File: src/rtl/xorn_pkg.sv
// Shared types and helpers for the XOR checksum block.
package xorn_pkg;

    typedef enum logic {
        ST_ACC  = 1'b0,
        ST_DONE = 1'b1
    } xorn_state_t;

    // Saturating increment: stops at max_val instead of wrapping.
    function automatic logic [31:0] sat_inc(input logic [31:0] x, input logic [31:0] max_val);
        return (x >= max_val) ? max_val : x + 32'd1;
    endfunction

endpackage

File: src/rtl/xorn_checksum.sv
// Framed running XOR checksum with valid/ready on input and result sides.
// Delivers the frame checksum, its parity and a saturating word count.
module xorn_checksum #(
    parameter int WIDTH = 8,
    parameter int CNT_W = 8
) (
    input  logic             clk_i,
    input  logic             rst_i,
    input  logic [WIDTH-1:0] data_i,
    input  logic             valid_i,
    input  logic             last_i,
    output logic             ready_o,
    input  logic             clear_i,
    output logic [WIDTH-1:0] sum_o,
    output logic             parity_o,
    output logic [CNT_W-1:0] count_o,
    output logic             sum_valid_o,
    input  logic             sum_ready_i
);
    import xorn_pkg::*;

    localparam logic [31:0] CNT_MAX = 32'((64'd1 << CNT_W) - 64'd1);

    xorn_state_t      state;
    xorn_state_t      state_nx;
    logic [WIDTH-1:0] acc;
    logic [CNT_W-1:0] cnt;
    logic [WIDTH-1:0] acc_base;
    logic [CNT_W-1:0] cnt_base;
    logic [WIDTH-1:0] acc_nx;
    logic [CNT_W-1:0] cnt_nx;
    logic             beat;

    // Handshake, next-state, and the accumulator update (clear discards old contents first).
    always_comb begin
        ready_o  = (state == ST_ACC);
        beat     = valid_i && ready_o;
        acc_base = clear_i ? '0 : acc;
        cnt_base = clear_i ? '0 : cnt;
        acc_nx   = acc_base ^ data_i;
        cnt_nx   = CNT_W'(sat_inc(32'(cnt_base), CNT_MAX));
        state_nx = state;
        case (state)
            ST_ACC:  if (beat && last_i) state_nx = ST_DONE;
            ST_DONE: if (sum_ready_i)    state_nx = ST_ACC;
            default: state_nx = ST_ACC;
        endcase
    end

    // State, running accumulator/count and the held result registers.
    always_ff @(posedge clk_i) begin
        if (rst_i) begin
            state       <= ST_ACC;
            acc         <= '0;
            cnt         <= '0;
            sum_o       <= '0;
            count_o     <= '0;
            sum_valid_o <= 1'b0;
        end else begin
            state <= state_nx;
            case (state)
                ST_ACC: begin
                    if (beat && last_i) begin
                        sum_o       <= acc_nx;
                        count_o     <= cnt_nx;
                        sum_valid_o <= 1'b1;
                        acc         <= '0;
                        cnt         <= '0;
                    end else if (beat) begin
                        acc <= acc_nx;
                        cnt <= cnt_nx;
                    end else if (clear_i) begin
                        acc <= '0;
                        cnt <= '0;
                    end
                end
                ST_DONE: begin
                    if (sum_ready_i) sum_valid_o <= 1'b0;
                end
                default: ;
            endcase
        end
    end

    assign parity_o = ^sum_o;

endmodule
File: config.mk
export PLATFORM = sky130hd
export DESIGN_NAME = xorn_checksum
export DESIGN_NICKNAME = d
export VERILOG_FILES = /design/src/rtl/xorn_pkg.sv /design/src/rtl/xorn_checksum.sv
export SDC_FILE = /design/constraint.sdc
export NUM_CORES = 1
export LEC_CHECK = 0
export CAP_MARGIN = 20
export CORE_MARGIN = 5
export CORE_UTILIZATION = 31
export CTS_BUF_LIST = sky130_fd_sc_hd__clkbuf_16
export DETAILED_ROUTE_END_ITERATION = 10
export GPL_ROUTABILITY_DRIVEN = 0
export PLACE_DENSITY = 0.6
export SETUP_SLACK_MARGIN = 0.02
export SYNTH_ARGS = -nofsm -noshare
export SYNTH_HDL_FRONTEND = slang
export SYNTH_SLANG_ARGS = --single-unit
export TNS_END_PERCENT = 1
File: constraint.sdc
create_clock -name clk_i -period 1.44 [get_ports clk_i]
set_input_delay 0.288 -clock clk_i [delete_from_list [all_inputs] [get_ports clk_i]]
set_output_delay 0.288 -clock clk_i [all_outputs]
set_load 0.1 [all_outputs]
==> flow_summary.json <==
{
  "status": "finished, violations left",
  "violations": "setup timing",
  "synth_common_cells": "dfxtp_1, a21oi_1, nand2_1, nor2_1, o21ai_0",
  "hold_viol": 0,
  "synth-edff-count": 0,
  "finClkSkew_ns": 0.00769,
  "vias": 1793,
  "max_freq_mhz": 607,
  "die_area_um2": 7170,
  "ant_nets": 0,
  "ys_seq_area_share_pct": 39.4,
  "synth_most_common_cell": "dfxtp_1",
  "cts_tree": "built",
  "met2_usage_pct": 23.6,
  "yosysUniqueCellTypes": 40,
  "grt_pass1_vias": 1771,
  "drive_gt1_share_pct": 36.4,
  "synth_fp_nets": 227,
  "track_usage_pct": 14.4,
  "start_util_pct": 31.6,
  "ys_seq_elements": 34,
  "worst_pin_slew_ns": 0.252,
  "startpoint_type": "register",
  "power.total_mw": 3.08,
  "grt_pass1_wl_um": 8300,
  "cts.sinks": 34,
  "vias_per_cell": 4.94,
  "place.port_buffers": 32,
  "syn_area_um2": 1730,
  "fin_area_um2": 2980,
  "chipWidth_um": 84.7,
  "yosysWarnings": 0,
  "arrival_ns": 1.36,
  "setup_viol": 1,
  "fin_nets": 304,
  "slew_viol_final": 0,
  "setup_tns_ns": -0.208,
  "rsz0062_at_grt": "true",
  "power_density_nw_per_um2": 1030,
  "final_cells": 363,
  "pwr-share-seq_pct": 33.2,
  "critical_path_class": "reg -> out",
  "syn-instance-count": 213,
  "gr-total-overflow": 0,
  "io_pins": 33,
  "cts.path.max_buffers": 2,
  "synth_area_leaders": "dfxtp_1, a21oi_1, nand2_1",
  "cts_buffers": 5,
  "vdd_drop_max_mv": 0.713,
  "cp_max_fo": 3,
  "htreeDepth": 2,
  "syn2layout_area_growth_pct": 72.5,
  "hp-class": "reg -> reg",
  "switchingPower_mw": 0.946,
  "relSlewSlack_pct": 83.1,
  "worst_hold_slack_ns": 0.452,
  "synthFlopType": "dfxtp_1",
  "grt.busiest_layer": "met2",
  "grt_use_met1_pct": 18.1,
  "p_leak_nw": 1.28,
  "clock-root-buffer": "clkbuf_16",
  "yosysTopAreaCell": "dfxtp_1",
  "clockPowerShare_pct": 36.2,
  "post-place-ws_ns": -0.374,
  "grt_use_met3_pct": 3.34,
  "drt_wl_total_um": 4960,
  "routedWlPerCell_um": 13.7,
  "internal_power_mw": 2.13,
  "power_frac_comb_pct": 30.6,
  "antenna_found_initial": 0,
  "die_h_um": 84.7,
  "power.switching_fraction_pct": 30.7,
  "period_share_pct": 114,
  "drc": 0,
  "cts_hold_buf": 0,
  "worst_setup_path_end_kind": "primary output",
  "avgSynthCellArea_um2": 8.12,
  "fin_util_pct": 54.5,
  "min_period_ns": 1.65,
  "coreArea_um2": 5470,
  "first_iter_violations": 127,
  "clock_latency_ns": 0.28,
  "detail_route.first_pass.iterations": 4,
  "hpwl_um": 3660,
  "placed_area_um2": 2740,
  "layout_setup_ws_ns": -0.208,
  "rows": 27,
  "grt_start_max_net_pins": 15,
  "async_flop_share_pct": 0,
  "place_inst": 355,
  "diodes": 0,
  "max_cap_violations": 0,
  "synth_top_area_share_pct": 39.4,
  "clkSlewWorstSetupHoldPaths_ns": 0.05,
  "cp.required_ns": 1.15
}
-- timing repair --
item	4_1_cts	5_1_grt
hold endpoints to repair	0	0
buffers inserted	1	0
gates resized for setup	10	7
setup endpoints to repair	24	20
pin swaps	3	2
cloned	0	0
-- final cells by class --
cell class	count	area (µm²)
timing repair buffer	83	893
sequential	34	713
fill	514	2490
inverter	4	15.0
clock inverter	2	7.51
tap	72	90.1
clock buffer	6	150
multi-input combinational	162	1110
-- cell families (layout without fill, tap and decap cells) --
| group | count (synthesis) | after routing | share of synthesized area (%) |
|---|---|---|---|
| buffers and inverters | 17 | 95 | 4.49 |
| flip-flops | 34 | 34 | 39.4 |
| AO/OA/AOI/OAI | 71 | 71 | 27.1 |
| AND/OR/NAND/NOR | 81 | 81 | 24.0 |
| XOR/XNOR | 10 | 10 | 5.07 |
-- layout by cell type (no fill, tap or decap), types with 7 or more instances in the layout --
cell / instances
o21ai_0: 10
and3_1: 7
nand2b_1: 9
nand2_1: 21
buf_12: 19
dfxtp_4: 8
a21oi_1: 31
nor2_1: 18
o21bai_1: 7
buf_4: 51
clkdlybuf4s50_1: 10
dfxtp_1: 24
-- critical path, cell delays in order, from the launching register on --
cell and delay, ns:
dfxtp_4 0.38, xor2_4 0.21, xnor2_4 0.16, xnor2_4 0.14, buf_12 0.19
-- power by group through the flow --
| stage | Combinational (mW) | Clock, mW | Sequential, mW |
|---|---|---|---|
| 2_1_floorplan | 0.383 | 0 | 1.18 |
| 3_5_place_dp | 0.901 | 0 | 1.03 |
| 5_1_grt | 0.990 | 1.17 | 1.03 |
| 4_1_cts | 0.926 | 1.13 | 1.02 |
| 3_3_place_gp | 0.895 | 0 | 1.03 |
| 6_report | 0.943 | 1.12 | 1.02 |
-- sequential cells by signal, summed over array words and instances (netlist names) --
register	flops
acc	8
cnt	8
state	1
sum_o	8
sum_valid_o	1
count_o	8
-- worst paths after layout --
path	from	endpoint	slack, ns	cells after the start
min reg2reg	acc[3]	acc[3]	0.45	2
max reg2reg	cnt[0]	cnt[0]	0.12	4
max	sum_o[7]	parity_o	-0.21	4
min	acc[3]	acc[3]	0.45	2
-- layer usage --
layer | vias up | wire (µm)
met3 | 4 | 192
met5 | - | 0
li1 | 912 | -
met1 | 830 | 2280
met4 | 0 | 71
met2 | 47 | 2410
Power figures use the tool's default switching activity.
